`config.mk`:
```
export PLATFORM = sky130hd
export DESIGN_NAME = fetch_prefetch_unit
export DESIGN_NICKNAME = d
export VERILOG_FILES = /design/src/rtl/fetch_pkg.sv /design/src/rtl/fetch_fifo.sv /design/src/rtl/fetch_prefetch_unit.sv
export SDC_FILE = /design/constraint.sdc
export NUM_CORES = 1
export LEC_CHECK = 0
export CORE_UTILIZATION = 56
export CTS_CLUSTER_SIZE = 40
export DETAILED_ROUTE_END_ITERATION = 10
export PLACE_DENSITY = 0.76
export SYNTH_ARGS = -nofsm -noshare
export SYNTH_HDL_FRONTEND = slang
export SYNTH_HIERARCHICAL = 1
export SYNTH_SLANG_ARGS = --single-unit
```
`constraint.sdc`:
```
create_clock -name clk -period 9.35 [get_ports clk]
set_clock_uncertainty 0.15 [all_clocks]
set_input_delay 0.935 -clock clk [delete_from_list [all_inputs] [get_ports clk]]
set_output_delay 0.935 -clock clk [all_outputs]
set_load 0.02 [all_outputs]
```
`src/rtl/fetch_pkg.sv`:
```
// Shared types and constants for the instruction-fetch front end.
package fetch_pkg;

  typedef enum logic [1:0] {
    IDLE    = 2'd0,
    WAIT    = 2'd1,
    DISCARD = 2'd2
  } fetch_state_t;

  localparam logic [31:0] RESET_PC_DEFAULT = 32'h0000_0000;
  localparam logic [31:0] PC_STEP          = 32'd4;

  function automatic logic [31:0] align_pc(input logic [31:0] pc);
    return {pc[31:2], 2'b00};
  endfunction

endpackage

```
`src/rtl/fetch_fifo.sv`:
```
// First-word-fall-through FIFO with flush; head and level are held in registers
// so that every output comes straight from a flop.
module fetch_fifo #(
  parameter int DEPTH = 4,
  parameter int WIDTH = 64,
  parameter int LVL_W = $clog2(DEPTH) + 1
) (
  input  logic             clk,
  input  logic             reset,
  input  logic             push,
  input  logic [WIDTH-1:0] wdata,
  input  logic             pop,
  input  logic             flush,
  output logic             rvalid,
  output logic [WIDTH-1:0] rdata,
  output logic [LVL_W-1:0] level
);

  localparam int PTR_W = $clog2(DEPTH);

  logic [WIDTH-1:0] mem [DEPTH];
  logic [PTR_W-1:0] rd_ptr;
  logic [PTR_W-1:0] wr_ptr;
  logic [PTR_W-1:0] rd_ptr_next;
  logic [PTR_W-1:0] wr_ptr_next;
  logic [LVL_W-1:0] after_pop;
  logic [LVL_W-1:0] count_next;
  logic [WIDTH-1:0] head_next;

  // Next occupancy, pointers and head word; a push into an empty-after-pop FIFO bypasses storage.
  always_comb begin
    after_pop = level - (pop ? LVL_W'(1) : {LVL_W{1'b0}});
    if (flush) begin
      count_next  = {LVL_W{1'b0}};
      rd_ptr_next = {PTR_W{1'b0}};
      wr_ptr_next = {PTR_W{1'b0}};
      head_next   = {WIDTH{1'b0}};
    end else begin
      count_next  = after_pop + (push ? LVL_W'(1) : {LVL_W{1'b0}});
      rd_ptr_next = rd_ptr + (pop ? PTR_W'(1) : {PTR_W{1'b0}});
      wr_ptr_next = wr_ptr + (push ? PTR_W'(1) : {PTR_W{1'b0}});
      if (count_next == {LVL_W{1'b0}}) begin
        head_next = {WIDTH{1'b0}};
      end else if (push && (after_pop == {LVL_W{1'b0}})) begin
        head_next = wdata;
      end else begin
        head_next = mem[rd_ptr_next];
      end
    end
  end

  // Storage array write port.
  always_ff @(posedge clk) begin
    if (push && !flush) begin
      mem[wr_ptr] <= wdata;
    end
  end

  // Pointer, level and registered head state.
  always_ff @(posedge clk or posedge reset) begin
    if (reset) begin
      rd_ptr <= {PTR_W{1'b0}};
      wr_ptr <= {PTR_W{1'b0}};
      level  <= {LVL_W{1'b0}};
      rvalid <= 1'b0;
      rdata  <= {WIDTH{1'b0}};
    end else begin
      rd_ptr <= rd_ptr_next;
      wr_ptr <= wr_ptr_next;
      level  <= count_next;
      rvalid <= (count_next != {LVL_W{1'b0}});
      rdata  <= head_next;
    end
  end

endmodule

```
`src/rtl/fetch_prefetch_unit.sv`:
```
// Instruction-fetch front end: issues imem reads, buffers {pc, instr} in a prefetch
// FIFO and handles redirects, including requests that must be drained after a flush.
module fetch_prefetch_unit
  import fetch_pkg::*;
#(
  parameter logic [31:0] RESET_PC   = RESET_PC_DEFAULT,
  parameter int          FIFO_DEPTH = 4,
  parameter int          LVL_W      = $clog2(FIFO_DEPTH) + 1
) (
  input  logic             clk,
  input  logic             reset,
  output logic             imem_req,
  output logic [31:0]      imem_addr,
  input  logic             imem_ack,
  input  logic [31:0]      imem_rdata,
  input  logic             redirect_valid,
  input  logic [31:0]      redirect_pc,
  output logic             if_valid,
  output logic [31:0]      if_instr,
  output logic [31:0]      if_pc,
  input  logic             if_ready,
  output logic [LVL_W-1:0] fifo_level
);

  fetch_state_t state;
  fetch_state_t state_next;
  logic [31:0]  fetch_pc;
  logic [31:0]  fetch_pc_next;
  logic [31:0]  addr_next;
  logic [31:0]  target;
  logic [31:0]  pc_inc;
  logic         req_next;
  logic         push;
  logic         pop;
  logic         has_room;
  logic [LVL_W-1:0] level_next;
  logic [63:0]  head;

  // Next-state and bus drive; redirect always wins over the room check.
  always_comb begin
    target     = align_pc(redirect_pc);
    pc_inc     = fetch_pc + PC_STEP;
    pop        = if_valid && if_ready;
    push       = (state == WAIT) && imem_ack && !redirect_valid;
    if (redirect_valid) begin
      level_next = {LVL_W{1'b0}};
    end else begin
      level_next = fifo_level + LVL_W'(push) - LVL_W'(pop);
    end
    has_room      = (level_next < LVL_W'(FIFO_DEPTH));
    state_next    = state;
    fetch_pc_next = fetch_pc;
    addr_next     = imem_addr;
    case (state)
      IDLE: begin
        if (redirect_valid) begin
          fetch_pc_next = target;
        end else if (has_room) begin
          state_next = WAIT;
          addr_next  = fetch_pc;
        end else begin
          state_next = IDLE;
        end
      end
      WAIT: begin
        if (imem_ack && redirect_valid) begin
          fetch_pc_next = target;
          addr_next     = target;
        end else if (imem_ack) begin
          fetch_pc_next = pc_inc;
          if (has_room) begin
            addr_next = pc_inc;
          end else begin
            state_next = IDLE;
          end
        end else if (redirect_valid) begin
          // The bus forbids dropping a request, so the stale one is drained first.
          state_next    = DISCARD;
          fetch_pc_next = target;
        end else begin
          state_next = WAIT;
        end
      end
      DISCARD: begin
        if (redirect_valid) begin
          fetch_pc_next = target;
        end else begin
          fetch_pc_next = fetch_pc;
        end
        if (imem_ack) begin
          state_next = WAIT;
          addr_next  = fetch_pc_next;
        end else begin
          state_next = DISCARD;
        end
      end
      default: begin
        state_next = IDLE;
      end
    endcase
    req_next = (state_next != IDLE);
  end

  // State register.
  always_ff @(posedge clk or posedge reset) begin
    if (reset) begin
      state <= IDLE;
    end else begin
      state <= state_next;
    end
  end

  // Fetch PC and registered imem bus outputs.
  always_ff @(posedge clk or posedge reset) begin
    if (reset) begin
      fetch_pc  <= RESET_PC;
      imem_req  <= 1'b0;
      imem_addr <= RESET_PC;
    end else begin
      fetch_pc  <= fetch_pc_next;
      imem_req  <= req_next;
      imem_addr <= addr_next;
    end
  end

  fetch_fifo #(
    .DEPTH (FIFO_DEPTH),
    .WIDTH (64),
    .LVL_W (LVL_W)
  ) u_fifo (
    .clk    (clk),
    .reset  (reset),
    .push   (push),
    .wdata  ({fetch_pc, imem_rdata}),
    .pop    (pop),
    .flush  (redirect_valid),
    .rvalid (if_valid),
    .rdata  (head),
    .level  (fifo_level)
  );

  assign if_pc    = head[63:32];
  assign if_instr = head[31:0];

endmodule
```
==> run summary, run 1 <==
Number of storage elements in the synthesis netlist: 395
Clock-pin slew on the worst setup and hold paths: 0.06 ns
Data arrival time of the worst path: 5.16 ns
Least-Margin Pin Slew: 1.140 ns
Number of max-cap violations: 0
Core box area: 30590 µm²
Cell area after synthesis: 17380 µm²
Setup total negative slack: 0 ns
Number of hold buffers added after cts: 0
Highest net fanout along the worst path: 62
Number of max-slew violations in the final report: 0
PnR worst setup slack: 4.462 ns
Post-route fraction of the period consumed by the critical path: 52.28%
Area contributors post-synth: sky130_fd_sc_hd__edfxtp_1 (44%), sky130_fd_sc_hd__dfrtp_1 (20%), sky130_fd_sc_hd__mux4_2 (8.3%)
YS warnings: 6
Overall die area: 31740 µm²
Post-detailed-routing wire length: 41220 µm
ANT nets after route: 0
Global route total overflow: 0
Root buf cell: sky130_fd_sc_hd__clkbuf_16
Sequential cell area fraction in the yosys report: 64.26%
Top cells by count, synth: sky130_fd_sc_hd__edfxtp_1 (256), sky130_fd_sc_hd__nand2_1 (189), sky130_fd_sc_hd__dfrtp_1 (139)
Max Clock Freq: 204.6 MHz
Status: finished clean
Number of enable flip-flop cells after synthesis: 256
Combinational family with the most area after synthesis: compound AO/OA/AOI/OAI gates
Layout overhead on the synthesized area: 18.45%
Drc violations: 0
Worst setup path class: reg -> reg
Fraction of synthesized area in multiplexers: 9.534%
Area share of xor/xnor cells in the synthesized design: 1.303%
Setup violators final: 0
Min-delay worst type: reg -> reg
Later-pin clock latency in the skew report: 0.54 ns
TritonCTS Sinks: 395
Number of buffers created by CTS: 42
Share of post-route cells with drive strength above 1: 15.21%
Fraction of the mapped netlist area in compound gates: 11.24%
Detailed Routing Iterations Pass 1: 5
Mean number of vias per cell: 6.171
Total nets after synthesis: 1364
Critical path, cell by cell: inv_1 > ha_1 > buf_4 > clkinv_1 > nor3_1 > inv_1 > ha_1 > inv_1 > ha_1 > a31oi_1 > xnor2_1 > o31a_2 > mux2_2
Initial antenna violation count: 2
Number of violations reported at the end of detailed-routing iteration 0: 1097
Final hold viol count: 0
Overall Global Routing Usage: 26.72%
CP startpoint: state[1]$_DFF_PP0_
Slew margin rel.: 23.49%
Netlist cell types: 70
CTS tree: built
Cell with the biggest individual delay on the critical path: sky130_fd_sc_hd__o31a_2
Worst r2r src: state[1]$_DFF_PP0_
Power per cell area: 288.6 nW/µm²
Final standard cell area without fillers: 20580 µm²
Die Height: 178.1 µm
CP max stage delay: 1.00 ns
Library cell occupying the most area in the post-synthesis netlist: sky130_fd_sc_hd__edfxtp_1
Cells on Worst Hold Path: 2
Total of buffers placed on input and output ports: 167
Horiz. Die Dim: 178.1 µm
First-pass GRT wire length: 64050 µm
Post-DR wirelength/cell: 22.28 µm
RSZ-0062 raised after global routing: no
Buffers from clock root to sink, at most: 3
Post-detailed-placement cell area: 19270 µm²
Maximum vdd ir drop: 0.0003208 V
Req. time, crit path: 9.62 ns
Library cell with the highest instance count after synthesis: sky130_fd_sc_hd__edfxtp_1
Ports placed on the boundary: 170
Kind of start point of the critical path: flip-flop
Logic depth of the worst register-to-register path: 13
Global placer's final weighted congestion: 0.8799
Number of nets in the finished design: 1503
Number of standard cells in the layout, taps in and fillers out: 1850
Cells after Synth: 1281
H-tree Lvls: 2
Count of vias placed by the detailed router: 11420
Cell Count Post-Placement: 1772
Arithmetic-cell share of the synthesized area counting full adders, half adders and majority gates: 1.008%
Via count of the first global-routing pass: 11280
Largest net degree at the start of global routing: 68
Post-Synthesis Mean Instance Area: 13.56 µm²
Effective utilization at floorplan: 56.80%
Critical path endpoint category: flip-flop
Worst slack after detailed placement: 4.124 ns
Area share of the largest cell type after synthesis: 44.24%
Detailed Place HPWL: 23960 µm
Top FF cell, synth: sky130_fd_sc_hd__edfxtp_1
Shortest clock period the worst path allows after layout: 4.888 ns
# rows: 64
Area fraction in and, or, nand and nor cells after synthesis: 9.232%
Critical hold path startpoint: imem_addr[27]$_DFFE_PP0P_
Ys async rst share: 35.19%
Leakage dissipation: 7.428 nW
Post-cts repair resize count: 0
Number of setup buffers added after CTS: 0
## metal layers
layer	GRT usage (%)	up-vias	routed length (µm)
met3	4.561	67	3318
met4	7.087	2	692
met1	37.34	5737	16730
li1	-	5071	-
met5	0	-	13
met2	43.60	540	20470
## metrics by stage
stage	utilization, %	hold WS [ns]	power [mW]
after floorplan	-	0.3411	3.665
after global placement	62.98	0.3129	4.339
after detailed placement	62.98	0.3256	4.386
after CTS	67.27	0.3397	5.979
after global routing	67.28	0.3537	6.230
final	67.28	0.3346	5.941
## path summary, 6_finish.rpt
kind / endpoint / slack [ns]
max: imem_addr[29]$_DFFE_PP0P_ / 4.46
min in group asynchronous: u_fifo/rdata[41]$_DFF_PP0_ / 0.52
min reg2reg: imem_addr[27]$_DFFE_PP0P_ / 0.33
max reg2reg: imem_addr[29]$_DFFE_PP0P_ / 4.46
max in group asynchronous: u_fifo/rdata[35]$_DFF_PP0_ / 7.38
min: imem_addr[27]$_DFFE_PP0P_ / 0.33
## critical path, delay by kind of cell, from the launching register on
family / cells / cell delay, ns
AOI/OAI and AO/OA: 2 / 1.24
buffers and inverters: 5 / 0.81
and+or+nand+nor: 1 / 0.80
adders and majority gates: 3 / 0.58
DFF: 1 / 0.44
muxes: 1 / 0.43
xor gates and xnor gates: 1 / 0.31
## sequential cells by signal (all words and copies together), names as in the netlist
name           flops
state              2
u_fifo/mem       256
u_fifo/rdata      64
u_fifo/wr_ptr      2
u_fifo/rd_ptr      2
fetch_pc          32
u_fifo/level       3
imem_addr         32
imem_req           1
u_fifo/rvalid      1
## layout by cell type, fill, tap and decap left out, drive strengths merged, types with 11 or more instances in the layout
cell and count:
ha 14, dfrtp 139, mux2i 17, a21oi 124
inv 27, nand3 17, clkbuf 61, a22oi 14
nor3 11, nand4 16, nor2 60, edfxtp 256
o21ai 72, nand2 189, xnor2 18, buf 21
o31ai 11, nor2b 11, clkdlybuf4s50 166, clkinv 14
mux4 64
## cell type report
cell class	instances	area (µm²)
inverter	29	110.1
clock inverter	16	138.9
sequential	395	11170
multi-input combinational	765	5678
antenna	1	2.502
clock buffer	61	1174
tap	396	495.5
timing repair buffer	187	1817
fill	2166	10010
## where the power goes
| part | switching [mW] | internal [mW] |
|---|---|---|
| logic | 1.16 | 0.848 |
| registers | 0.208 | 2.13 |
| clock network | 0.660 | 0.929 |
## logic make-up after synthesis
logic type,after synthesis
flops,395
simple gates,346
compound gates,295
buf+inv,121
mux,85
xor+xnor,25
fa+ha+maj,14
No activity file was read; power rests on OpenSTA's default activity.
==> run 2: changes to the inputs <==
clock period = 4.8 ns   (was 9.35 ns; I/O delays follow)
==> run summary, run 2 (synthesis gave the netlist of run 1 again) <==
Clock-pin slew on the worst setup and hold paths: 0.06 ns (about the same)
Terminus of the critical flop-to-flop path: imem_addr[9]$_DFFE_PP0P_
Worst setup path class: reg -> reg
Least-Margin Pin Slew: 0.9421 ns (-0.1979 ns)
Setup total negative slack: 0 ns (unchanged)
Die Height: 178.1 µm (unchanged)
Kind of start point of the critical path: flip-flop
Post-detailed-routing wire length: 41490 µm (+0.66%)
Number of hold buffers added after cts: 0 (unchanged)
Critical hold path startpoint: imem_addr[31]$_DFFE_PP0P_
Maximum vdd ir drop: 0.0002785 V (-13%)
Global route total overflow: 0 (unchanged)
Overall die area: 31740 µm² (unchanged)
Power per cell area: 570.5 nW/µm² (+98%)
Ports placed on the boundary: 170 (unchanged)
Highest net fanout along the worst path: 50 (-19%)
Core box area: 30590 µm² (unchanged)
Largest net degree at the start of global routing: 93 (+37%)
RSZ-0062 raised after global routing: no
# rows: 64 (unchanged)
Biggest regs: u_fifo/mem (256), u_fifo/rdata (64)
Total of buffers placed on input and output ports: 167 (unchanged)
Effective utilization at floorplan: 56.80% (unchanged)
Antenna cells: 0 (-1)
Critical path endpoint category: flip-flop
Horiz. Die Dim: 178.1 µm (unchanged)
Number of violations reported at the end of detailed-routing iteration 0: 1095 (-0.18%)
Max Clock Freq: 278.5 MHz (+36%)
Detailed Place HPWL: 25240 µm (+5.3%)
Setup violators final: 0 (unchanged)
Min-Delay Endpoint: imem_addr[31]$_DFFE_PP0P_
Number of max-slew violations in the final report: 0 (unchanged)
Post-cts repair resize count: 0 (unchanged)
Post-route fraction of the period consumed by the critical path: 74.81% (+23 points)
Largest register FFs: 256 (unchanged)
ANT nets after route: 0 (unchanged)
Fill count: 2124 (-1.9%)
Mean number of vias per cell: 6.158 (-0.22%)
Shortest clock period the worst path allows after layout: 3.591 ns (-1.297 ns)
Leakage dissipation: 7.552 nW (+1.7%)
CP startpoint: state[1]$_DFF_PP0_
Largest register by flop count: u_fifo/mem
Global placer's final weighted congestion: 0.9307 (+5.8%)
Commonest non-fill, non-tap cells in the layout: sky130_fd_sc_hd__edfxtp_1 (256), sky130_fd_sc_hd__nand2_1 (189), sky130_fd_sc_hd__clkdlybuf4s50_1 (166)
Later-pin clock latency in the skew report: 0.54 ns (about the same)
Count of vias placed by the detailed router: 11450 (+0.32%)
Number of setup buffers added after CTS: 0 (unchanged)
Number of max-cap violations: 0 (unchanged)
Logic depth of the worst register-to-register path: 15 (+2)
Drc violations: 0 (unchanged)
Final standard cell area without fillers: 20870 µm² (+1.4%)
CTS tree: built
Worst r2r src: state[1]$_DFF_PP0_
Status: finished clean
First-pass GRT wire length: 63980 µm (about the same)
Detailed Routing Iterations Pass 1: 5 (unchanged)
Number of buffers created by CTS: 41 (-2.4%)
Final hold viol count: 0 (unchanged)
Req. time, crit path: 5.04 ns (-4.58 ns)
Number of nets in the finished design: 1515 (+0.80%)
Register-to-Register Setup Slack: 1.21 ns (-3.25 ns)
Initial antenna violation count: 1 (-1)
Overall Global Routing Usage: 26.81% (+0.091 points)
Slew margin rel.: 37.20% (+14 points)
Post-DR wirelength/cell: 22.31 µm (+0.12%)
Share of post-route cells with drive strength above 1: 16.39% (+1.2 points)
Cells on Worst Hold Path: 2 (unchanged)
Data arrival time of the worst path: 3.83 ns (-1.33 ns)
Min-delay worst type: reg -> reg
Commonest non-fill, non-tap cell in the layout: sky130_fd_sc_hd__edfxtp_1
Via count of the first global-routing pass: 11100 (-1.6%)
Root buf cell: sky130_fd_sc_hd__clkbuf_16
Buffers from clock root to sink, at most: 3 (unchanged)
Post-detailed-placement cell area: 19460 µm² (+0.99%)
TritonCTS Sinks: 395 (unchanged)
Layout overhead on the synthesized area: 20.08%
H-tree Lvls: 2 (unchanged)
-- run 2: cell count changes in the layout (fill, tap and decap cells not counted), moves of 3 or more --
cell,previous run,this run
sky130_fd_sc_hd__buf_4,20,26
sky130_fd_sc_hd__buf_12,0,7
sky130_fd_sc_hd__bufinv_16,2,6
sky130_fd_sc_hd__clkbuf_8,3,6
sky130_fd_sc_hd__clkbuf_1,15,9
sky130_fd_sc_hd__clkinv_2,8,5
-- run 2: worst max-delay path by stage --
stage | endpoint | slack (ns) | cells after the start
after global routing | imem_addr[9]$_DFFE_PP0P_ | 1.08 | 15
after global placement | imem_addr[24]$_DFFE_PP0P_ | 1.06 | 14
after floorplan | u_fifo/mem[2][0]$_DFFE_PP_ | 0.62 | 8
after detailed placement | imem_addr[9]$_DFFE_PP0P_ | 0.95 | 14
final | imem_addr[9]$_DFFE_PP0P_ | 1.21 | 15
after CTS | imem_addr[9]$_DFFE_PP0P_ | 1.31 | 15
-- run 2: metal layers --
layer | GRT usage (%) | wire [µm]
met1 | 37.96 | 17150
met2 | 43.47 | 20440
met3 | 3.922 | 3041
met4 | 7.621 | 841
met5 | 0 | 13
-- run 2: worst max-delay path, stage by stage (launching register included) --
cell,delay [ns]
sky130_fd_sc_hd__dfrtp_1,0.46
sky130_fd_sc_hd__inv_1,0.15
sky130_fd_sc_hd__ha_1,0.19
sky130_fd_sc_hd__clkinv_1,0.09
sky130_fd_sc_hd__nor3_1,0.19
sky130_fd_sc_hd__buf_4,0.19
sky130_fd_sc_hd__inv_1,0.05
sky130_fd_sc_hd__ha_1,0.16
sky130_fd_sc_hd__inv_1,0.05
sky130_fd_sc_hd__ha_1,0.22
sky130_fd_sc_hd__a31oi_1,0.24
sky130_fd_sc_hd__xnor2_1,0.21
sky130_fd_sc_hd__o31a_2,0.50
sky130_fd_sc_hd__buf_12,0.21
sky130_fd_sc_hd__a31oi_1,0.22
sky130_fd_sc_hd__a32oi_1,0.13
-- run 2: power breakdown --
group	internal, mW	switching (mW)	total [mW]
registers	4.15	0.409	4.56
logic	1.75	2.30	4.05
clock network	2.00	1.29	3.29
-- run 2: cell type report --
class / instances / area (µm²) / share of cell area (%)
sequential: 395 / 11170 / 53.51
multi-input combinational: 765 / 5684 / 27.24
timing repair buffer: 200 / 2002 / 9.595
clock buffer: 56 / 1142 / 5.475
tap: 396 / 495.5 / 2.375
clock inverter: 19 / 265.3 / 1.271
inverter: 29 / 110.1 / 0.5277
-- run 2: per-stage QoR --
step           power, mW  util [%]  worst slack, ns  hold slack, ns  std cells
4_1_cts            11.96     68.21            1.308          0.3343       1860
3_3_place_gp       8.559     63.61            1.058          0.3105       1785
2_1_floorplan      7.137         -           0.6240          0.3411       1281
6_report           11.90     68.21            1.209          0.3302       1860
3_5_place_dp       8.660     63.61           0.9465          0.3210       1785
5_1_grt            12.49     68.21            1.082          0.3526       1860
==> run 3: changes to the inputs <==
CORE_UTILIZATION = 52   (was 56)
PLACE_DENSITY = 0.75   (was 0.76)
clock period = 3.2 ns   (was 4.8 ns; I/O delays follow)
==> run summary, run 3 (synthesis gave the netlist of run 1 again) <==
Global placer's final weighted congestion: 0.9037 (-2.9%)
Number of standard cells in the layout, taps in and fillers out: 1939 (+4.2%)
Largest register FFs: 256 (unchanged)
Commonest non-fill, non-tap cells in the layout: sky130_fd_sc_hd__edfxtp_1 (256), sky130_fd_sc_hd__nand2_1 (189), sky130_fd_sc_hd__clkdlybuf4s50_1 (166)
Clock-pin slew on the worst setup and hold paths: 0.06 ns (about the same)
Post-route fraction of the period consumed by the critical path: 94.90% (+20 points)
Kind of start point of the critical path: flip-flop
Biggest regs: u_fifo/mem (256), u_fifo/rdata (64)
Post-DR wirelength/cell: 20.99 µm (-5.9%)
Slew margin rel.: 50.81% (+14 points)
Total of buffers placed on input and output ports: 167 (unchanged)
Status: finished clean
Share of post-route cells with drive strength above 1: 18.70% (+2.3 points)
Overall Global Routing Usage: 24.57% (-2.2 points)
Highest net fanout along the worst path: 9 (-82%)
Commonest non-fill, non-tap cell in the layout: sky130_fd_sc_hd__edfxtp_1
ANT nets after route: 0 (unchanged)
Largest register by flop count: u_fifo/mem
First-pass GRT wire length: 64130 µm (+0.23%)
Number of buffers created by CTS: 42 (+2.4%)
CTS tree: built
TritonCTS Sinks: 395 (unchanged)
Detailed Routing Iterations Pass 1: 5 (unchanged)
CP max stage delay: 0.47 ns (-0.03 ns)
Data arrival time of the worst path: 3.28 ns (-0.55 ns)
Overall die area: 34150 µm² (+7.6%)
Number of max-cap violations: 0 (unchanged)
Count of vias placed by the detailed router: 11390 (-0.52%)
Largest net degree at the start of global routing: 61 (-34%)
Final hold viol count: 0 (unchanged)
Setup violators final: 0 (unchanged)
Number of nets in the finished design: 1547 (+2.1%)
Cell with the biggest individual delay on the critical path: sky130_fd_sc_hd__or3b_2
Mean number of vias per cell: 5.876 (-4.6%)
Setup total negative slack: 0 ns (unchanged)
Worst setup path class: reg -> reg
Die Height: 184.8 µm (+3.7%)
Number of max-slew violations in the final report: 0 (unchanged)
Maximum vdd ir drop: 0.0006813 V (+140%)
Power per cell area: 840.0 nW/µm² (+47%)
Req. time, crit path: 3.45 ns (-1.59 ns)
Horiz. Die Dim: 184.8 µm (+3.7%)
Dominant delay contributor by cell family on the critical path: simple AND/OR/NAND/NOR gates
Cell Count Post-Placement: 1862 (+4.3%)
Detailed Place HPWL: 25770 µm (+2.1%)
Post-detailed-routing wire length: 40700 µm (-1.9%)
Max Clock Freq: 329.3 MHz (+18%)
Leakage dissipation: 7.744 nW (+2.5%)
H-tree Lvls: 2 (unchanged)
Drc violations: 0 (unchanged)
# rows: 66 (+3.1%)
Worst path buffer plus inverter count: 5 (-1)
Core box area: 32700 µm² (+6.9%)
Critical path, cell by cell: inv_2 > ha_4 > clkinv_8 > nor3_4 > inv_1 > ha_1 > inv_1 > ha_1 > a31oi_2 > xnor2_2 > buf_4 > a211o_1 > a21oi_1 > or3b_2
Initial antenna violation count: 0 (-1)
Effective utilization at floorplan: 53.13% (-3.7 points)
Global route total overflow: 0 (unchanged)
Number of violations reported at the end of detailed-routing iteration 0: 1210 (+11%)
Later-pin clock latency in the skew report: 0.53 ns (about the same)
Layout overhead on the synthesized area: 22.51%
RSZ-0062 raised after global routing: no
Least-Margin Pin Slew: 0.7368 ns (-0.2053 ns)
Critical path endpoint category: flip-flop
Number of hold buffers added after cts: 0 (unchanged)
Min-delay worst type: in -> async
Ports placed on the boundary: 170 (unchanged)
Root buf cell: sky130_fd_sc_hd__clkbuf_16
Antenna cells: 0 (unchanged)
Via count of the first global-routing pass: 11280 (+1.6%)
Buffers from clock root to sink, at most: 3 (unchanged)
Shortest clock period the worst path allows after layout: 3.037 ns (-0.5543 ns)
Register-to-Register Setup Slack: 0.16 ns (-1.05 ns)
==> run 3: cell types whose count changed in the layout (fill, tap and decap cells not counted), moves of 2 or more <==
cell | previous run | this run
sky130_fd_sc_hd__buf_12 | 7 | 17
sky130_fd_sc_hd__buf_4 | 26 | 48
sky130_fd_sc_hd__bufinv_16 | 6 | 2
sky130_fd_sc_hd__clkbuf_16 | 41 | 43
sky130_fd_sc_hd__clkbuf_8 | 6 | 3
sky130_fd_sc_hd__clkinv_2 | 5 | 10
==> run 3: repair_timing <==
| item | CTS | global route |
|---|---|---|
| pin swaps | 1 | 1 |
| gates resized for setup | 1 | 3 |
| gates cloned | 0 | 0 |
| endpoints found under the setup margin | 4 | 14 |
| buffers inserted | 0 | 0 |
==> run 3: final cells by class <==
class	instances	area (µm²)
clock buffer	55	1151
clock inverter	22	190.2
fill	2374	11410
inverter	29	122.6
multi-input combinational	765	5741
sequential	395	11170
tap	442	553.0
timing repair buffer	231	2362
==> run 3: layer usage <==
metal	share of wire, %	global-route usage (%)	vias to the layer above
li1	-	-	5154
met1	44	36.21	5692
met2	47	38.44	487
met3	7.2	3.578	60
met4	2.2	6.612	0
met5	0	0	-
==> run 3: path summary, 6_finish.rpt <==
check	start	to	depth (start not counted)
worst min register to register	imem_addr[23]$_DFFE_PP0P_	imem_addr[23]$_DFFE_PP0P_	2
worst max register to register	state[1]$_DFF_PP0_	imem_req$_DFF_PP0_	14
worst min-delay path	reset	u_fifo/rdata[58]$_DFF_PP0_	2
min in group clk	redirect_valid	imem_addr[9]$_DFFE_PP0P_	4
max in group asynchronous	reset	state[0]$_DFF_PP0_	3
worst max-delay path	state[1]$_DFF_PP0_	imem_req$_DFF_PP0_	14
==> run 3: through the flow <==
step	power [mW]	hold slack, ns	area, µm²	setup slack [ns]	util, %
detailed placement	13.22	0.3240	19920	-0.1678	60.92
finish	17.88	0.09268	21290	0.1632	65.09
floorplan	10.76	0.2356	17480	-0.2981	-
global route	18.78	0.1542	21290	0.04379	65.09
global placement	13.11	0.3200	19920	-0.1238	60.92
CTS	17.97	0.1090	21270	0.01118	65.05
==> run 3: power breakdown <==
group | internal (mW) | switching (mW) | total [mW]
sequential | 6.23 | 0.558 | 6.79
clock | 2.72 | 1.95 | 4.67
combinational | 2.89 | 3.53 | 6.42
total | 11.8 | 6.04 | 17.9
==> run 3: worst reg2reg max path: cells and delay by family, from the launching register on <==
family | cells | cell delay (ns)
and+or+nand+nor | 2 | 0.70
xor gates and xnor gates | 1 | 0.20
DFF | 1 | 0.38
AOI/OAI and AO/OA | 3 | 0.40
adders and majority gates | 3 | 0.58
buffers and inverters | 5 | 0.50
